==> config.mk <==
export PLATFORM = sky130hd
export DESIGN_NAME = dutmem_arb2
export DESIGN_NICKNAME = d
export VERILOG_FILES = /design/src/rtl/dutmem_arb2.sv
export SDC_FILE = /design/constraint.sdc
export NUM_CORES = 1
export LEC_CHECK = 0
export CAP_MARGIN = 20
export CORE_ASPECT_RATIO = 0.6
export CORE_MARGIN = 2
export CORE_UTILIZATION = 27
export DETAILED_ROUTE_END_ITERATION = 7
export PLACE_DENSITY = 0.92
export SYNTH_ARGS = -nofsm -noshare
export SYNTH_HDL_FRONTEND = slang
export SYNTH_SLANG_ARGS = --single-unit
==> constraint.sdc <==
create_clock -name clk -period 6.03 [get_ports clk]
set_input_delay 1.809 -clock clk [delete_from_list [all_inputs] [get_ports clk]]
set_output_delay 1.809 -clock clk [all_outputs]
set_load 0.005 [all_outputs]
==> src/rtl/dutmem_arb2.sv <==
// Round-robin arbiter and zero-fill init sequencer for the single-port dutmem RAM.
// Ports A and B share the RAM. A read accepted in cycle N returns data in cycle N+1.
module dutmem_arb2 #(
  parameter int unsigned DWIDTH  = 32,
  parameter int unsigned AWIDTH  = 10,
  parameter int unsigned DEPTH   = (1 << AWIDTH),
  parameter bit          INIT_EN = 1'b1
) (
  input  logic              clk,
  input  logic              rst,
  input  logic              a_valid,
  output logic              a_ready,
  input  logic              a_we,
  input  logic [AWIDTH-1:0] a_addr,
  input  logic [DWIDTH-1:0] a_din,
  output logic              a_rvalid,
  output logic [DWIDTH-1:0] a_rdata,
  input  logic              b_valid,
  output logic              b_ready,
  input  logic              b_we,
  input  logic [AWIDTH-1:0] b_addr,
  input  logic [DWIDTH-1:0] b_din,
  output logic              b_rvalid,
  output logic [DWIDTH-1:0] b_rdata,
  output logic              mem_ce,
  output logic              mem_we,
  output logic [AWIDTH-1:0] mem_addr,
  output logic [DWIDTH-1:0] mem_din,
  input  logic [DWIDTH-1:0] mem_dout,
  output logic              init_done
);

  localparam logic [1:0] S_INIT = 2'b01;
  localparam logic [1:0] S_RUN  = 2'b10;
  localparam logic [AWIDTH-1:0] LAST_ADDR = AWIDTH'(DEPTH - 1);

  logic [1:0]        state;
  logic [1:0]        state_nx;
  logic [AWIDTH-1:0] init_cnt;
  logic              last_grant;  // 0: A won last, 1: B won last
  logic              grant_a;
  logic              grant_b;

  always_ff @(posedge clk) begin
    if (rst) state <= INIT_EN ? S_INIT : S_RUN;
    else     state <= state_nx;
  end

  // Next state, grant selection and RAM drive
  always_comb begin
    state_nx = state;
    grant_a  = 1'b0;
    grant_b  = 1'b0;
    mem_ce   = 1'b0;
    mem_we   = 1'b0;
    mem_addr = '0;
    mem_din  = '0;
    case (state)
      S_INIT: begin
        mem_ce   = 1'b1;
        mem_we   = 1'b1;
        mem_addr = init_cnt;
        if (init_cnt == LAST_ADDR) state_nx = S_RUN;
      end
      S_RUN: begin
        if (a_valid && (!b_valid || last_grant)) grant_a = 1'b1;
        else if (b_valid)                         grant_b = 1'b1;
        if (grant_a) begin
          mem_ce   = 1'b1;
          mem_we   = a_we;
          mem_addr = a_addr;
          mem_din  = a_din;
        end else if (grant_b) begin
          mem_ce   = 1'b1;
          mem_we   = b_we;
          mem_addr = b_addr;
          mem_din  = b_din;
        end
      end
      default: state_nx = S_INIT;
    endcase
  end

  assign a_ready = grant_a;
  assign b_ready = grant_b;
  assign a_rdata = mem_dout;
  assign b_rdata = mem_dout;

  // Sweep counter, fairness pointer and read-response tracking
  always_ff @(posedge clk) begin
    if (rst) begin
      init_cnt   <= '0;
      last_grant <= 1'b1;
      a_rvalid   <= 1'b0;
      b_rvalid   <= 1'b0;
      init_done  <= !INIT_EN;
    end else begin
      if (state == S_INIT) begin
        init_cnt <= init_cnt + AWIDTH'(1);
        if (init_cnt == LAST_ADDR) init_done <= 1'b1;
      end
      if (grant_a)      last_grant <= 1'b0;
      else if (grant_b) last_grant <= 1'b1;
      a_rvalid <= grant_a & ~a_we;
      b_rvalid <= grant_b & ~b_we;
    end
  end

endmodule

==> metrics.log <==
INFO  metric run_status = completed
INFO  metric drtIter0Drc = 152
INFO  metric gr-usage-all-layers = 17.6%
INFO  metric worst_ir_drop_vdd = 0.0867 mV
INFO  metric cts_inserted_buffers = 3
INFO  metric layout.cells.most_common = sky130_fd_sc_hd__clkdlybuf4s50_1
INFO  metric post_cts.repair.setup_buffers = 0
INFO  metric netSwitchingPower = 0.0539 mW
INFO  metric r2r_cells = 5
INFO  metric finalClockSkew = 2.14 ps
INFO  metric cp_data_arrival_time = 3680 ps
INFO  metric cap_viol_max_count = 0
INFO  metric timing.final.crit_share = 91.1%
INFO  metric slowest_stage = sky130_fd_sc_hd__clkdlybuf4s50_1
INFO  metric tns = 0 ps
INFO  metric synth.ff_latch_count = 16
INFO  metric wl_per_cell = 18.4 um
INFO  metric power_report.internal_total = 0.223 mW
INFO  metric path_delay_family = buffers and inverters
INFO  metric clock-sinks = 16
INFO  metric placement_rows = 22
INFO  metric vias_per_cell = 5.06
INFO  metric place.port_buffers = 138
INFO  metric final.setup.worst_slack = 539 ps
INFO  metric drt_pass1_iterations = 4
INFO  metric grt_antenna_before_repair = 0
INFO  metric maxSlewViolCount = 0
INFO  metric n_diodes = 0
INFO  metric grt_start_max_net_pins = 35
INFO  metric grt_remaining_overflow = 0
INFO  metric setup-violations-final = 0
INFO  metric io_pins = 235
INFO  metric place_hpwl = 5.44 mm
INFO  metric drive_gt1_share = 4.12%
INFO  metric cts_tree = done
INFO  metric postCtsResizedCells = 0
INFO  metric path_cells = clkdlybuf4s50_1 > and2_1 > and2_1 > buf_4 > a22o_1 > clkdlybuf4s50_1
INFO  metric actual_transition_at_the_worst_max_transition_pin = 740 ps
INFO  metric cts-htree-levels = 1
INFO  metric synthDistinctLibCells = 27
INFO  metric proportion_of_synthesized_chip_area_in_sequential_cells = 18.4%
INFO  metric floorplan.die_area = 0.00714 mm2
INFO  metric clk-insertion-delay-late = 240 ps
INFO  metric dieWidth = 108 um
INFO  metric time_the_final_worst_path_needs_with_i_o_delays_and_setup = 5490 ps
INFO  metric clock_power_share = 33.0%
INFO  metric cts-root-buf = sky130_fd_sc_hd__clkbuf_8
INFO  metric comb_power_share = 27.1%
INFO  metric starting_density_of_the_core = 28.3%
INFO  metric cts_hold_repair.buffers = 0
INFO  metric final_nets = 417
INFO  metric multi_input_area = 840 um2
INFO  metric hold_slack = 454 ps
INFO  metric gp_congestion = 0.797
INFO  metric timing_worst_setup_path_type = input port to primary output
INFO  metric num_vias = 1896
INFO  metric seq_area = 320 um2
INFO  metric final.fill_count = 622
INFO  metric cellLeakagePower = 0.979 nW
INFO  metric sw_frac_of_total = 19.5%
INFO  metric drtAntennaViolNets = 0
INFO  metric grt_pass1_wl = 9.77 mm
INFO  metric coreArea = 0.00617 mm2
INFO  metric seqPwrFrac = 39.9%
INFO  metric report.final.hold_viol_count = 0
INFO  metric worst-path-buf-inv = 3
INFO  metric hp-class = flip-flop to flip-flop
INFO  metric syn_avg_cell_area = 7.75 um2
INFO  metric critical_path.max_stage_delay = 540 ps
INFO  metric rsz0062_at_grt = false
INFO  metric postSynthNetCount = 350
INFO  metric endpoint_type_of_the_worst_setup_path = primary output
INFO  metric fmax = 0.182 GHz
INFO  metric synthesis.instances = 225
INFO  metric hold_path_depth = 2
INFO  metric power-per-cell-area = 99.8 mW/mm2
INFO  metric totalWireLength = 6.89 mm
INFO  metric slew-limit-headroom = 50.7%
INFO  metric buffers_from_clock_root_to_sink_at_most = 2
INFO  metric first_global_vias = 1855
INFO  metric dp_worst_slack = 563 ps
INFO  metric cp_max_fanout = 34
INFO  metric synth.cell_area = 0.00174 mm2
INFO  metric ys.warnings.count = 0
INFO  metric final_cell_mix = sky130_fd_sc_hd__clkdlybuf4s50_1 (138), sky130_fd_sc_hd__a22o_1 (32), sky130_fd_sc_hd__a21oi_1 (20), sky130_fd_sc_hd__dfxtp_1 (16), sky130_fd_sc_hd__nand3_1 (13)
INFO  metric numPlacedInstances = 371
INFO  metric final_cell_count_without_fillers = 375
INFO  metric dieHeight = 66.3 um
INFO  metric syn_to_final_growth = 58.8%
INFO  metric data_required_time_at_the_worst_endpoint = 4220 ps
INFO  metric route.detailed.drc = 0
INFO  metric worst-path-stages = 6
INFO  metric clkSlewWorstSetupHoldPaths = 60 ps
INFO  metric worst_setup_path_start_kind = input port
[layer usage]
layer / up-vias / routed length (um) / track usage, %
li1: 888 / - / -
met1: 886 / 2720 / 19.6
met2: 114 / 3330 / 31.8
met3: 8 / 720 / 7.59
met4: 0 / 112 / 3.37
met5: - / 0 / 0
[cell families after synthesis]
kind of cell | synth area share (%)
buf+inv | 33.5
simple gates | 13.0
mux | 0.574
compound gates | 30.4
flops | 18.4
fa+ha+maj | 2.15
xor+xnor | 2.01
[path summary, 6_finish.rpt]
path                              endpoint  slack, ps      start
worst max register to register    state[0]       3520   state[1]
worst min-delay path             init_done        450  init_done
worst min register to register   init_done        450  init_done
worst max-delay path            mem_din[4]        540    a_valid
[state kept, by name, summed over array words and instances, names as in the netlist]
register / flops
init_cnt: 10
state: 2
a_rvalid: 1
b_rvalid: 1
init_done: 1
last_grant: 1
[layout make-up]
| class | instances | share of cell area, % |
|---|---|---|
| Tap cell | 84 | 3.80 |
| Sequential cell | 16 | 11.6 |
| Clock buffer | 4 | 1.99 |
| Inverter | 6 | 0.813 |
| Multi-Input combinational cell | 121 | 30.3 |
| Timing Repair Buffer | 144 | 51.5 |
[worst reg2reg max path: stages, from the launching register on]
cell and delay (ps):
sky130_fd_sc_hd__dfxtp_1 310, sky130_fd_sc_hd__inv_1 70, sky130_fd_sc_hd__ha_1 630, sky130_fd_sc_hd__nand4_1 500
sky130_fd_sc_hd__or4_1 680, sky130_fd_sc_hd__o32a_1 200
[cell usage after synthesis, drive strengths merged]
master / count / share of area, %
buf: 73 / 30
a22o: 32 / 16
a21oi: 20 / 5.7
dfxtp: 16 / 18
nand3: 13 / 3.7
a32oi: 10 / 5.0
clkbuf: 9 / 1.9
inv: 6 / 1.3
nor2: 6 / 1.3
nand2: 5 / 1.1
and2: 4 / 1.4
or4: 4 / 1.7
ha: 3 / 2.2
nand4: 3 / 1.1
o21ai: 3 / 0.86
o31ai: 3 / 1.3
xor2: 3 / 1.5
nor3b: 2 / 0.86
or2: 2 / 0.72
or3: 2 / 0.72
a31oi: 1 / 0.36
mux2i: 1 / 0.57
nand2b: 1 / 0.36
o32a: 1 / 0.57
o32ai: 1 / 0.50
xnor2: 1 / 0.50
[power by group through the flow]
| stage | clock network [mW] | logic (mW) | registers, mW |
|---|---|---|---|
| after detailed placement | 0 | 0.0746 | 0.113 |
| after CTS | 0.0948 | 0.0751 | 0.110 |
| after floorplan | 0 | 0.0433 | 0.112 |
| final | 0.0912 | 0.0748 | 0.110 |
| after global routing | 0.0993 | 0.0790 | 0.111 |
| after global placement | 0 | 0.0742 | 0.113 |
[metrics by stage]
stage | util (%) | area (um2) | power [mW]
global placement | 44.0 | 2710 | 0.187
CTS | 44.9 | 2770 | 0.280
global route | 44.9 | 2770 | 0.289
floorplan | - | 1740 | 0.155
detailed placement | 44.0 | 2710 | 0.187
finish | 44.9 | 2770 | 0.276
No activity file was read; power rests on OpenSTA's default activity.
